**src/rtl/instr_fetch_unit_if.sv**
```systemverilog
// Fetch-unit bus bundle: PC feedback, redirect, instruction-memory request/
// response and the decoder-facing instruction buffer.
//   master : the fetch unit (drives next_pc, imem request, buffered instr, fault)
//   slave  : the surroundings (PC register, memory, decoder, branch unit)
interface instr_fetch_unit_if #(
   parameter int ADDR_W  = 32,
   parameter int INSTR_W = 32
);
   logic [ADDR_W-1:0]  pc_in;
   logic [ADDR_W-1:0]  next_pc;
   logic               redirect_valid;
   logic [ADDR_W-1:0]  redirect_pc;
   logic               imem_req_valid;
   logic [ADDR_W-1:0]  imem_req_addr;
   logic               imem_req_ready;
   logic               imem_rsp_valid;
   logic [INSTR_W-1:0] imem_rsp_data;
   logic               instr_valid;
   logic [INSTR_W-1:0] instr_data;
   logic [ADDR_W-1:0]  instr_pc;
   logic               instr_ready;
   logic               fetch_fault;

   modport master (
      input  pc_in, redirect_valid, redirect_pc, imem_req_ready,
             imem_rsp_valid, imem_rsp_data, instr_ready,
      output next_pc, imem_req_valid, imem_req_addr, instr_valid,
             instr_data, instr_pc, fetch_fault
   );

   modport slave (
      output pc_in, redirect_valid, redirect_pc, imem_req_ready,
             imem_rsp_valid, imem_rsp_data, instr_ready,
      input  next_pc, imem_req_valid, imem_req_addr, instr_valid,
             instr_data, instr_pc, fetch_fault
   );
endinterface

```
**src/rtl/instr_fetch_unit.sv**
```systemverilog
// Instruction fetch unit: reads the current PC, issues one instruction-memory
// request at a time, buffers one fetched instruction for decode and feeds
// next_pc back to the PC register. Handles redirects and discards responses
// belonging to requests made stale by a redirect.
//
// Ports:
//   clk    rising-edge clock
//   reset  asynchronous, active-high
//   bus    instr_fetch_unit_if.master (pc_in/next_pc, redirect, imem req/rsp,
//          instr buffer, fetch_fault)
//
// Build option: FETCH_MISALIGN_TRAP_EN -- when defined, a fetch from a PC with
// non-zero low bits raises fetch_fault and parks in FAULT until a redirect.
// Otherwise the request address low bits are forced to zero and fetch_fault
// is tied low.
module instr_fetch_unit #(
   parameter int ADDR_W  = 32,
   parameter int INSTR_W = 32,
   parameter int PC_STEP = 4
) (
   input  logic               clk,
   input  logic               reset,
   instr_fetch_unit_if.master bus
);
   typedef enum logic [2:0] {IDLE, REQ, WAIT, HOLD, FAULT} state_t;

   state_t             state;
   logic               req_valid_q;
   logic               instr_valid_q;
   logic [INSTR_W-1:0] instr_data_q;
   logic [ADDR_W-1:0]  instr_pc_q;
   logic [ADDR_W-1:0]  req_pc;
   logic               drop;
   logic               misaligned;
   logic               handshake;

`ifdef FETCH_MISALIGN_TRAP_EN
   logic fault_q;
   assign misaligned        = (bus.pc_in[1:0] != 2'b00);
   assign bus.imem_req_addr = bus.pc_in;
   assign bus.fetch_fault   = fault_q;
`else
   assign misaligned        = 1'b0;
   assign bus.imem_req_addr = {bus.pc_in[ADDR_W-1:2], 2'b00};
   assign bus.fetch_fault   = 1'b0;
`endif

   // Request valid is a flop set on entry to REQ; a misaligned PC (trap build
   // only) suppresses it because pc_in can change under a pending request.
   assign bus.imem_req_valid = req_valid_q & ~misaligned;
   assign handshake          = (state == REQ) & bus.imem_req_valid & bus.imem_req_ready;

   assign bus.instr_valid = instr_valid_q;
   assign bus.instr_data  = instr_data_q;
   assign bus.instr_pc    = instr_pc_q;

   // Redirect overrides everything outside IDLE; otherwise the PC only moves
   // when a request is accepted.
   always_comb begin
      bus.next_pc = bus.pc_in;
      if (state != IDLE && bus.redirect_valid)
         bus.next_pc = bus.redirect_pc;
      else if (handshake)
         bus.next_pc = bus.pc_in + ADDR_W'(PC_STEP);
   end

   always_ff @(posedge clk or posedge reset) begin
      if (reset) begin
         state         <= IDLE;
         req_valid_q   <= 1'b0;
         instr_valid_q <= 1'b0;
         instr_data_q  <= '0;
         instr_pc_q    <= '0;
         req_pc        <= '0;
         drop          <= 1'b0;
`ifdef FETCH_MISALIGN_TRAP_EN
         fault_q       <= 1'b0;
`endif
      end else begin
         case (state)
            IDLE: begin
               state       <= REQ;
               req_valid_q <= 1'b1;
            end
            REQ: begin
               if (handshake) begin
                  // A redirect in the accept cycle makes this request stale.
                  req_pc      <= bus.pc_in;
                  drop        <= bus.redirect_valid;
                  req_valid_q <= 1'b0;
                  state       <= WAIT;
               end
`ifdef FETCH_MISALIGN_TRAP_EN
               else if (misaligned && !bus.redirect_valid) begin
                  fault_q     <= 1'b1;
                  req_valid_q <= 1'b0;
                  state       <= FAULT;
               end
`endif
            end
            WAIT: begin
               if (bus.imem_rsp_valid) begin
                  // A response arriving with a redirect is already stale;
                  // discarding it here avoids waiting for a response that
                  // will never come.
                  if (drop || bus.redirect_valid) begin
                     drop        <= 1'b0;
                     req_valid_q <= 1'b1;
                     state       <= REQ;
                  end else begin
                     instr_data_q  <= bus.imem_rsp_data;
                     instr_pc_q    <= req_pc;
                     instr_valid_q <= 1'b1;
                     state         <= HOLD;
                  end
               end else if (bus.redirect_valid) begin
                  drop <= 1'b1;
               end
            end
            HOLD: begin
               if (bus.redirect_valid || bus.instr_ready) begin
                  instr_valid_q <= 1'b0;
                  req_valid_q   <= 1'b1;
                  state         <= REQ;
               end
            end
`ifdef FETCH_MISALIGN_TRAP_EN
            FAULT: begin
               if (bus.redirect_valid) begin
                  fault_q     <= 1'b0;
                  req_valid_q <= 1'b1;
                  state       <= REQ;
               end
            end
`endif
            default: begin
               state       <= IDLE;
               req_valid_q <= 1'b0;
            end
         endcase
      end
   end
endmodule

```
**src/flat_wrapper.sv**
```systemverilog
// flat-port wrapper written by rule: the top's interface ports become plain ports
module instr_fetch_unit_flat 
#(
   parameter int ADDR_W  = 32,
   parameter int INSTR_W = 32,
   parameter int PC_STEP = 4
)
  (clk, reset, bus_pc_in, bus_redirect_valid, bus_redirect_pc, bus_imem_req_ready, bus_imem_rsp_valid, bus_imem_rsp_data, bus_instr_ready, bus_next_pc, bus_imem_req_valid, bus_imem_req_addr, bus_instr_valid, bus_instr_data, bus_instr_pc, bus_fetch_fault);
  instr_fetch_unit_if #(.ADDR_W(ADDR_W), .INSTR_W(INSTR_W)) bus_i ();
  input  logic clk;
  input  logic reset;
  input wire logic [$bits(bus_i.pc_in)-1:0] bus_pc_in;
  input wire logic [$bits(bus_i.redirect_valid)-1:0] bus_redirect_valid;
  input wire logic [$bits(bus_i.redirect_pc)-1:0] bus_redirect_pc;
  input wire logic [$bits(bus_i.imem_req_ready)-1:0] bus_imem_req_ready;
  input wire logic [$bits(bus_i.imem_rsp_valid)-1:0] bus_imem_rsp_valid;
  input wire logic [$bits(bus_i.imem_rsp_data)-1:0] bus_imem_rsp_data;
  input wire logic [$bits(bus_i.instr_ready)-1:0] bus_instr_ready;
  output wire logic [$bits(bus_i.next_pc)-1:0] bus_next_pc;
  output wire logic [$bits(bus_i.imem_req_valid)-1:0] bus_imem_req_valid;
  output wire logic [$bits(bus_i.imem_req_addr)-1:0] bus_imem_req_addr;
  output wire logic [$bits(bus_i.instr_valid)-1:0] bus_instr_valid;
  output wire logic [$bits(bus_i.instr_data)-1:0] bus_instr_data;
  output wire logic [$bits(bus_i.instr_pc)-1:0] bus_instr_pc;
  output wire logic [$bits(bus_i.fetch_fault)-1:0] bus_fetch_fault;
  assign bus_i.pc_in = bus_pc_in;
  assign bus_i.redirect_valid = bus_redirect_valid;
  assign bus_i.redirect_pc = bus_redirect_pc;
  assign bus_i.imem_req_ready = bus_imem_req_ready;
  assign bus_i.imem_rsp_valid = bus_imem_rsp_valid;
  assign bus_i.imem_rsp_data = bus_imem_rsp_data;
  assign bus_i.instr_ready = bus_instr_ready;
  assign bus_next_pc = bus_i.next_pc;
  assign bus_imem_req_valid = bus_i.imem_req_valid;
  assign bus_imem_req_addr = bus_i.imem_req_addr;
  assign bus_instr_valid = bus_i.instr_valid;
  assign bus_instr_data = bus_i.instr_data;
  assign bus_instr_pc = bus_i.instr_pc;
  assign bus_fetch_fault = bus_i.fetch_fault;
  instr_fetch_unit #(.ADDR_W(ADDR_W), .INSTR_W(INSTR_W), .PC_STEP(PC_STEP)) u_core (.clk(clk), .reset(reset), .bus(bus_i));
endmodule
```
**config.mk**
```make
export PLATFORM = sky130hd
export DESIGN_NAME = instr_fetch_unit_flat
export DESIGN_NICKNAME = d
export VERILOG_FILES = /design/src/rtl/instr_fetch_unit_if.sv /design/src/rtl/instr_fetch_unit.sv /design/src/flat_wrapper.sv
export SDC_FILE = /design/constraint.sdc
export NUM_CORES = 1
export LEC_CHECK = 0
export BUFFER_PORTS_ARGS = -buffer_cell sky130_fd_sc_hd__buf_2
export CAP_MARGIN = 20
export CELL_PAD_IN_SITES_DETAIL_PLACEMENT = 2
export CELL_PAD_IN_SITES_GLOBAL_PLACEMENT = 2
export CORE_ASPECT_RATIO = 1.75
export CORE_MARGIN = 2
export CORE_UTILIZATION = 28
export CTS_CLUSTER_SIZE = 12
export DETAILED_ROUTE_END_ITERATION = 8
export PLACE_DENSITY = 0.88
export SLEW_MARGIN = 5
export SYNTH_ARGS = -nofsm -noshare
export SYNTH_HDL_FRONTEND = slang
export SYNTH_SLANG_ARGS = --single-unit
```
**constraint.sdc**
```tcl
create_clock -name clk -period 3.32 [get_ports clk]
set_input_delay 0 -clock clk [delete_from_list [all_inputs] [get_ports clk]]
set_output_delay 0 -clock clk [all_outputs]
set_load 0.01 [all_outputs]
```
### Word-level counts from Yosys, hierarchy flattened

Cells that the tools add are included.

* register bits: 102
* bits of input ports: 102
* output and inout bits: 131
* word-level logic and storage cells: 55

* add/subtract/negate cells: 1
* equality and inequality tests: 10
* muxes and demuxes: 21
* bitwise gates (word level): 3
* reductions and logical operators: 13

Operators with widths (count)
* $mux W32: 2
* $add A32 B3 Y32 const B: 1
* $pmux W3 S4: 1
* $reduce_and A4 Y1: 3
* $mux W1: 11
* $mux W3: 3
* $eq A3 B2 Y1 const B: 2
* $ne A2 B1 Y1 const B: 3
* $reduce_and A3 Y1: 2
* $ne A2 B2 Y1 const B: 2
* $pmux W1 S2: 2
* $pmux W1 S4: 1
* $reduce_bool A2 Y1: 2
* $eq A3 B1 Y1 const B: 1
* $logic_not A3 Y1: 1
* $ne A3 B2 Y1 const B: 1
* $ne A3 B3 Y1 const B: 1
* $reduce_bool A3 Y1: 1
* $and A1 B1 Y1: 2
* $logic_or A1 B1 Y1: 2
* $mux W2: 1
* $reduce_and A2 Y1: 1
* $logic_and A1 B1 Y1: 1
* $not A1 Y1: 1

### Logic depth before layout (Yosys ltp)

Gate-level depths: netlist of the first run.

* depth in word-level cells: 5
* gate-level depth with buffers: 7
* mapped depth without buffers: 5

### Worst setup path before layout of the first run

Ideal clock, no wire load.

* path type: reg2reg
* start point: reg u_core.state[0]
* end point: reg u_core.instr_data_q[10] (netlist: u_core.bus.instr_data[10])
* library setup time: 0.125 ns
* arrival: 1.707 ns
* data required time: 3.195 ns
* setup slack: 1.488 ns
* stages on the path, launching flop included: 8
* path buffers: 3
* path through: dfrtp_1 > clkbuf_2 > nand2b_1 > or2_2 > nor3_2 > buf_4 > buf_6 > mux2_2

* longest elaborated chain between the ends: 2

RTL lines
* from (decl): line instr_fetch_unit.sv:27 `state_t state;`
* from (signal assigned): line instr_fetch_unit.sv:69 `state <= IDLE;`
* from (signal assigned): line instr_fetch_unit.sv:82 `state <= REQ;`
* from (signal assigned): line instr_fetch_unit.sv:91 `state <= WAIT;`
* $eq A3 B2 Y1: line instr_fetch_unit.sv:80 `case (state)`
* $reduce_and A3 Y1 (no source line)
* to (signal assigned): line instr_fetch_unit.sv:111 `instr_data_q <= bus.imem_rsp_data;`
* to (decl): line instr_fetch_unit.sv:30 `logic [INSTR_W-1:0] instr_data_q;`

No other way between the ends.
A chain may end at the register's enable or synchronous reset.

### Worst setup path in the final report of the first run

* start point: reg u_core.state[0]
* end point: out bus_next_pc[23]

* longest elaborated chain between the ends: 5

RTL lines
* $eq A3 B1 Y1: line instr_fetch_unit.sv:51 `assign handshake = (state == REQ) & bus.imem_req_valid & bus.imem_req_ready;`
* $and A1 B1 Y1 (2 in series): line instr_fetch_unit.sv:51
* $mux W32: line instr_fetch_unit.sv:63 `else if (handshake)`
* $mux W32 *: line instr_fetch_unit.sv:61 `if (state != IDLE && bus.redirect_valid)`
* to (decl): line flat_wrapper.sv:19 `output wire logic [$bits(bus_i.next_pc)-1:0] bus_next_pc;`

Mark *: on every way between the ends. The rest lies on a longest branch, timed or not.

==> impl_metrics.json, run 1 <==
{
  "drt_pass1_iterations": 4,
  "synth_area_per_cell_um2": 10.12,
  "netSwitchingPower_mw": 1.899,
  "clock_sinks": 101,
  "drc_errors": 0,
  "p_int_mw": 3.152,
  "grt_overflow": 0,
  "core_area_mm2": 0.01842,
  "post_cts_buffers": 0,
  "worstSetupEndpointType": "output pin",
  "fin_util_pct": 39.33,
  "combPwrFrac_pct": 38.8,
  "yosysUniqueCellTypes": 41,
  "cts_max_level": 3,
  "ys_seq_area_share_pct": 48.51,
  "synth_top_cell_by_area": "dfrtp_1",
  "layout-drive-gt1-share_pct": 42.36,
  "grt_pass1_wl_um": 31730,
  "final.min_clock_period_ns": 2.666,
  "period_share_pct": 80.31,
  "drt_iter0_drc": 131,
  "port_buffers": 229,
  "hold-path-endpoint": "u_core.req_pc[19]",
  "clockBufferDepth": 2,
  "finalPower_mw": 5.051,
  "vias": 4984,
  "grt_max_degree": 66,
  "yosys_warnings": 0,
  "grt_usage_pct": 21.24,
  "seqPwrFrac_pct": 41.5,
  "ir_worst_vdd_v": 0.0002728,
  "r2r-start": "u_core.state[0]",
  "powerDensity_mw_per_mm2": 697.3,
  "clock_skew_ns": 0.01378,
  "start_kind": "flop",
  "final.setup.tns_ns": 0,
  "fp-row-count": 66,
  "maxSlewHeadroom_pct": 36.76,
  "antenna_found_initial": 1,
  "worstHoldPathCells": 3,
  "drtAntennaViolNets": 0,
  "cts-hold-fix-buffers": 64,
  "finalSetupViolCount": 0,
  "cts_made_buffers": 9,
  "path_class": "reg -> out",
  "die_area_mm2": 0.01976,
  "first_global_vias": 5756,
  "hold_viol": 0,
  "avgViaCountPerCell": 4.925,
  "die_y_um": 184.5,
  "n_fill_cell": 2020,
  "final_cell_mix": "buf_2 (229), nand2_1 (114), dfrtp_1 (101), mux2_2 (66), dlygate4sd3_1 (64)",
  "power.leakage_nw": 3.649,
  "hp-start": "bus_pc_in[19]",
  "crit_arrival_ns": 2.67,
  "reg2reg_slack_ns": 1.21,
  "ys_ff_latch": 101,
  "wl_per_cell_um": 20.43,
  "min_path_type": "in -> reg",
  "r2r_cells": 5,
  "p_clk_share_pct": 19.7,
  "start_util_pct": 28.29,
  "cts.clk_slew.worst_paths_ns": 0.07,
  "routed_wl_um": 20680,
  "swShare_pct": 37.60,
  "status": "complete, no violations",
  "rsz0062_at_grt": "no",
  "final_common_cell": "buf_2",
  "cts_resized": 0,
  "dp_hpwl_um": 13630,
  "cap_violations": 0,
  "fp.dieW_um": 107.1,
  "syn-cell-area_mm2": 0.005210,
  "synthToLayoutAreaGrowth_pct": 39.03,
  "cp_max_fo": 22,
  "ioPinCount": 233,
  "worst_pin_slew_ns": 0.9451,
  "synth.area.top_cells": "dfrtp_1 (49%), mux2_2 (14%), nand2_1 (8.2%), buf_4 (5.0%), a31oi_1 (2.8%)",
  "gp_congestion": 0.7122,
  "required_ns": 3.32,
  "max_freq_ghz": 0.3750,
  "slew_viol_final": 0,
  "yosysTopAreaCellShare_pct": 48.51,
  "cts_tree": "built",
  "timing.rr.end": "u_core.bus.instr_pc[0]",
  "clk_latency_ns": 0.36,
  "nets": 872,
  "postSynthCellCount": 515,
  "cts.root.buffer_cell": "clkbuf_16"
}
-- flip-flops by register name, summed over array words and instances (netlist names) --
register                   cells
u_core.bus.instr_data         32
u_core.bus.instr_pc           32
u_core.req_pc                 32
u_core.state                   2
u_core.bus.imem_req_valid      1
u_core.bus.instr_valid         1
u_core.drop                    1
-- worst max-delay path, stage by stage (launching register included) --
cell	delay, ns
dfrtp_1	0.50
and4b_2	0.53
buf_4	0.34
nand4_1	0.12
or4_1	0.44
a31oi_1	0.21
buf_2	0.16
-- cell usage after synthesis (all sizes together) --
cell / instances
nand2: 114
dfrtp: 101
mux2: 66
buf: 49
nor2: 33
a31oi: 23
o21ai: 14
or4: 14
nand4: 13
o31ai: 13
clkbuf: 11
a21oi: 8
and3: 7
nand3: 7
or3: 7
inv: 5
xnor2: 5
and2: 4
and4: 4
nor3: 3
xor2: 3
nand2b: 2
a21o: 1
a22o: 1
and4b: 1
conb: 1
ha: 1
nand4b: 1
o311ai: 1
o41ai: 1
or2: 1
-- cell type report --
class                      count  area (um2)  area share (%)
clock buffer                  11       242.7           3.351
inverter                       5       21.27          0.2937
clock inverter                 3       21.27          0.2937
tap                          238       297.8           4.111
sequential                   101        2527           34.89
antenna                        2       5.005         0.06910
multi-input combinational    351        2268           31.32
timing repair buffer         301        1859           25.67
-- cells by family after synthesis --
| kind of cell | count (synthesis) | share of synthesized area [%] |
|---|---|---|
| compound gates | 62 | 7.397 |
| flops | 101 | 48.51 |
| simple gates | 211 | 19.72 |
| other cells | 1 | 0.07198 |
| xor+xnor | 8 | 1.345 |
| mux | 66 | 14.27 |
| fa+ha+maj | 1 | 0.2401 |
| buf+inv | 65 | 8.453 |
-- power by group through the flow --
stage | logic (mW) | clock network (mW) | registers [mW]
detailed placement | 1.89 | 0 | 2.09
global route | 2.14 | 1.07 | 2.18
CTS | 1.96 | 1.02 | 2.07
global placement | 1.80 | 0 | 2.04
floorplan | 0.922 | 0 | 2.19
finish | 1.96 | 0.994 | 2.10
-- metal layers --
layer | vias up | global-route usage, % | wire length, um
li1 | 2265 | - | -
met1 | 2519 | 21.34 | 7158
met2 | 152 | 41.11 | 11980
met3 | 48 | 3.465 | 759
met4 | 0 | 10.49 | 781
met5 | - | 0 | 0
-- metrics by stage --
| step | instances | setup WS [ns] | hold slack [ns] | cell area (um2) |
|---|---|---|---|---|
| after detailed placement | 932 | 1.021 | 0.2092 | 6334 |
| after CTS | 1010 | 0.5979 | 0.01100 | 7238 |
| after global placement | 932 | 1.097 | 0.2029 | 6334 |
| final | 1012 | 0.6536 | 0.02044 | 7243 |
| after global routing | 1011 | 0.4912 | 0.03416 | 7241 |
| after floorplan | 517 | 0.6729 | 0.09177 | 5218 |
-- worst max-delay path by stage --
stage	cells past startpoint	slack, ns	from	end
after floorplan	1	0.67	reset	u_core.bus.imem_req_valid
after global placement	6	1.10	u_core.state[1]	bus_next_pc[23]
after detailed placement	6	1.02	u_core.state[1]	bus_next_pc[23]
after CTS	6	0.60	u_core.state[0]	bus_next_pc[23]
after global routing	6	0.49	u_core.state[0]	bus_next_pc[23]
final	6	0.65	u_core.state[0]	bus_next_pc[23]
Note: power is estimated with default switching activity, not from simulation.
==> run 2: changes to the inputs <==
--- a/config.mk
+++ b/config.mk
@@ -11,10 +11,10 @@
 export CELL_PAD_IN_SITES_GLOBAL_PLACEMENT = 2
 export CORE_ASPECT_RATIO = 1.75
 export CORE_MARGIN = 2
-export CORE_UTILIZATION = 28
+export CORE_UTILIZATION = 25
 export CTS_CLUSTER_SIZE = 12
 export DETAILED_ROUTE_END_ITERATION = 8
-export PLACE_DENSITY = 0.88
+export PLACE_DENSITY = 0.84
 export SLEW_MARGIN = 5
 export SYNTH_ARGS = -nofsm -noshare
 export SYNTH_HDL_FRONTEND = slang
==> constraint.sdc (replaced) <==
create_clock -name clk -period 2.3 [get_ports clk]
set_input_delay 0 -clock clk [delete_from_list [all_inputs] [get_ports clk]]
set_output_delay 0 -clock clk [all_outputs]
set_load 0.01 [all_outputs]
==> impl_metrics.json, run 2 (same netlist as run 1, synthesis figures left out) <==
{
  "grt_max_degree": 40,
  "max_freq_ghz": 0.4502,
  "die_area_mm2": 0.02206,
  "period_share_pct": 96.58,
  "core_area_mm2": 0.02037,
  "cp_max_fo": 6,
  "final.min_clock_period_ns": 2.221,
  "final_cell_mix": "buf_2 (229), nand2_1 (113), dfrtp_1 (100), mux2_2 (66), dlygate4sd3_1 (64)",
  "placed_cells": 951,
  "clk_latency_ns": 0.35,
  "fp.dieW_um": 113.1,
  "min_path_type": "in -> reg",
  "finalPower_mw": 7.460,
  "finalSetupViolCount": 0,
  "whs_ns": 0.06139,
  "power.leakage_nw": 3.744,
  "final_common_cell": "buf_2",
  "hold_viol": 0,
  "cts_tree": "built",
  "final_cells": 1036,
  "layout-drive-gt1-share_pct": 44.27,
  "timing.rr.end": "u_core.bus.instr_pc[9]",
  "first_global_vias": 5538,
  "timing.final.ws_setup_ns": 0.07868,
  "startpoint": "u_core.state[1]",
  "clock_sinks": 101,
  "r2r_cells": 7,
  "maxSlewHeadroom_pct": 38.73,
  "cts_made_buffers": 9,
  "post-place-ws_ns": 0.2671,
  "final_area_mm2": 0.007468,
  "fp-row-count": 69,
  "slew_viol_final": 0,
  "synthToLayoutAreaGrowth_pct": 43.35,
  "routed_wl_um": 20390,
  "grt_usage_pct": 18.59,
  "required_ns": 2.30,
  "grt_overflow": 0,
  "cp-endpoint": "bus_next_pc[15]",
  "grt_pass1_wl_um": 31260,
  "cts.clk_slew.worst_paths_ns": 0.07,
  "port_buffers": 229,
  "dpl_cell_area_mm2": 0.006452,
  "die_y_um": 195.0,
  "antenna_found_initial": 2,
  "start_kind": "flop",
  "cts.root.buffer_cell": "clkbuf_16",
  "status": "finished, violations left",
  "rsz0062_at_grt": "yes",
  "r2r-start": "u_core.state[1]",
  "wl_per_cell_um": 19.68,
  "cts_max_level": 3,
  "clock_skew_ns": 0.01154,
  "clockBufferDepth": 2,
  "fin_util_pct": 36.66,
  "drc_errors": 11,
  "worstSetupEndpointType": "output pin",
  "drt_pass1_iterations": 8,
  "powerDensity_mw_per_mm2": 998.9,
  "ir_worst_vdd_v": 0.0003558,
  "final.setup.tns_ns": 0,
  "failed_checks": "design-rule violations",
  "start_util_pct": 25.57,
  "vias": 4939,
  "path_class": "reg -> out",
  "drt_iter0_drc": 181,
  "dp_hpwl_um": 14550,
  "avgViaCountPerCell": 4.767,
  "drtAntennaViolNets": 0,
  "gp_congestion": 0.7397,
  "worst_pin_slew_ns": 0.9171,
  "nets": 885,
  "ioPinCount": 233,
  "reg2reg_slack_ns": 0.28,
  "crit_arrival_ns": 2.22,
  "cap_violations": 0
}
## run 2: per-layer routing
layer  share of wire [%]  up-vias  wire length (um)  track usage (%)
li1                    -     2295                 -                -
met1                  36     2488              7254            18.85
met2                  58      128             11780            36.46
met3                 3.8       28               770            3.197
met4                 2.9        0               590            7.633
met5                   0        -                 0                0
## run 2: layout make-up
type                    count  area [um2]
diodes                      2       5.005
multi-input cells         352        2311
flip-flops and latches    101        2529
repair buffers            313        2003
fillers                  2267       12910
inverters                   5       22.52
clock inverters             6       62.56
clock buffers               9       225.2
well taps                 248       310.3
## run 2: worst min-delay path by stage
stage	startpoint	end	slack, ns	cells past startpoint
global route	bus_pc_in[3]	u_core.req_pc[3]	0.07	4
detailed placement	bus_pc_in[1]	u_core.req_pc[1]	0.22	3
global placement	bus_pc_in[1]	u_core.req_pc[1]	0.21	3
CTS	bus_pc_in[9]	u_core.req_pc[9]	0.04	3
floorplan	bus_pc_in[10]	bus_imem_req_addr[10]	0.09	1
finish	bus_pc_in[10]	u_core.req_pc[10]	0.06	3
## run 2: what timing repair did
item                       4_1_cts  5_1_grt
hold buffers                    64        0
setup buffers                    2        1
gates cloned                     1        0
pin swaps                        1        3
hold endpoints to repair        97        0
gates resized for setup          2       11
setup endpoints to repair        8       13
## run 2: worst max-delay path, stage by stage, from the launching register on
cell and delay, ns:
dfrtp_1 0.38, and4b_4 0.43, nand4_1 0.21, buf_6 0.20, or3_1 0.30, a31oi_1 0.20, buf_2 0.16
## run 2: power breakdown
group	internal, mW	switching (mW)
combinational	1.31	1.64
clock	0.838	0.684
sequential	2.56	0.429
total	4.71	2.75
==> run 3: changes to the inputs <==
--- a/config.mk
+++ b/config.mk
@@ -14,6 +14,7 @@
 export CORE_UTILIZATION = 25
 export CTS_CLUSTER_SIZE = 12
 export DETAILED_ROUTE_END_ITERATION = 8
+export HOLD_SLACK_MARGIN = 0.08
 export PLACE_DENSITY = 0.84
 export SLEW_MARGIN = 5
 export SYNTH_ARGS = -nofsm -noshare
==> impl_metrics.json, run 3 (same netlist as run 1, synthesis figures left out) <==
{
  "power.leakage_nw": 3.761,
  "slew_viol_final": 0,
  "wl_per_cell_um": 19.72,
  "ioPinCount": 233,
  "clock_skew_ns": 0.01183,
  "clock_sinks": 101,
  "hp-start": "bus_instr_ready",
  "cap_violations": 0,
  "drt_pass1_iterations": 6,
  "rsz0062_at_grt": "yes",
  "crit_arrival_ns": 2.21,
  "clk_latency_ns": 0.35,
  "final_cells": 1039,
  "die_y_um": 195.0,
  "final.min_clock_period_ns": 2.210,
  "final_area_mm2": 0.007510,
  "nets": 889,
  "first_global_vias": 5576,
  "whs_ns": 0.1812,
  "period_share_pct": 96.10,
  "worstHoldPathCells": 5,
  "timing.rr.end": "u_core.bus.instr_pc[9]",
  "r2r-start": "u_core.state[1]",
  "core_area_mm2": 0.02037,
  "drt_iter0_drc": 173,
  "hold_viol": 0,
  "timing.final.ws_setup_ns": 0.08975,
  "grt_max_degree": 40,
  "cts.clk_slew.worst_paths_ns": 0.07,
  "maxSlewHeadroom_pct": 38.59,
  "start_kind": "flop",
  "dp_hpwl_um": 14550,
  "grt_usage_pct": 18.72,
  "min_path_type": "in -> reg",
  "grt_pass1_wl_um": 31530,
  "cts_tree": "built",
  "cp_max_fo": 6,
  "die_area_mm2": 0.02206,
  "required_ns": 2.30,
  "r2r_cells": 7,
  "final_common_cell": "buf_2",
  "startpoint": "u_core.state[1]",
  "avgViaCountPerCell": 4.754,
  "hold-path-endpoint": "u_core.bus.instr_valid",
  "fp-row-count": 69,
  "worstSetupEndpointType": "output pin",
  "failed_checks": "design-rule violations",
  "cts_max_level": 3,
  "synthToLayoutAreaGrowth_pct": 44.14,
  "start_util_pct": 25.57,
  "placed_cells": 951,
  "reg2reg_slack_ns": 0.28,
  "powerDensity_mw_per_mm2": 993.7,
  "clockBufferDepth": 2,
  "routed_wl_um": 20490,
  "cts_made_buffers": 9,
  "drtAntennaViolNets": 0,
  "ir_worst_vdd_v": 0.0003554,
  "max_freq_ghz": 0.4524,
  "path_class": "reg -> out",
  "cts.root.buffer_cell": "clkbuf_16",
  "gp_congestion": 0.7397,
  "grt_overflow": 0,
  "finalSetupViolCount": 0,
  "post-place-ws_ns": 0.2671,
  "worst_pin_slew_ns": 0.9192,
  "final_cell_mix": "buf_2 (228), nand2_1 (113), dfrtp_1 (100), dlygate4sd3_1 (68), mux2_2 (66)",
  "vias": 4939,
  "dpl_cell_area_mm2": 0.006452,
  "antenna_found_initial": 1,
  "fp.dieW_um": 113.1,
  "layout-drive-gt1-share_pct": 44.18,
  "port_buffers": 229,
  "drc_errors": 11,
  "status": "finished, violations left",
  "finalPower_mw": 7.462
}
==> run 3: cell types whose count changed in the layout (fill, tap and decap cells not counted), sizes merged <==
| cell | previous run | this run |
|---|---|---|
| dlygate4sd3 | 64 | 68 |
| diode | 2 | 1 |
==> run 3: power breakdown <==
part / internal (mW) / switching, mW
clock network: 0.838 / 0.686
logic: 1.32 / 1.64
registers: 2.56 / 0.428
==> run 3: metal layers <==
metal | part of all wire [%] | vias up | track usage [%]
met1 | 35 | 2488 | 18.94
met2 | 58 | 121 | 37.08
met4 | 2.7 | 0 | 6.865
li1 | - | 2302 | -
met3 | 3.9 | 28 | 3.352
met5 | 0 | - | 0
==> run 3: what timing repair did <==
action / 4_1_cts / 5_1_grt
endpoints found under the hold margin: 101 / 0
pin swaps: 1 / 4
endpoints found under the setup margin: 8 / 15
resized for setup: 2 / 14
hold buffers: 68 / 0
setup buffers: 2 / 1
gates cloned: 1 / 0
==> run 3: how the worst max path moves through the flow <==
stage | end | cells after the start
global placement | bus_next_pc[17] | 5
CTS | bus_next_pc[31] | 5
finish | bus_next_pc[30] | 5
global route | bus_next_pc[26] | 7
detailed placement | bus_next_pc[17] | 5
floorplan | u_core.bus.instr_data[10] | 7
==> run 3: worst max-delay path: stages (launching register included) <==
cell and delay, ns:
dfrtp_1 0.38, and4b_4 0.43, nand3_4 0.13, or4_1 0.48, a31oi_1 0.27, buf_2 0.19
==> run 3: per-stage QoR <==
step,setup TNS (ns),util [%]
after global routing,-0.01044,36.86
after CTS,0,36.58
after detailed placement,0,31.67
after global placement,0,31.67
after floorplan,0,-
final,0,36.86
==> run 3: cell type report <==
cell class / instances / area (um2)
Antenna cell: 1 / 2.502
Clock buffer: 9 / 225.2
Clock inverter: 6 / 62.56
Fill cell: 2260 / 12860
Inverter: 5 / 22.52
Multi-Input combinational cell: 352 / 2312
Sequential cell: 101 / 2529
Tap cell: 248 / 310.3
Timing Repair Buffer: 317 / 2046
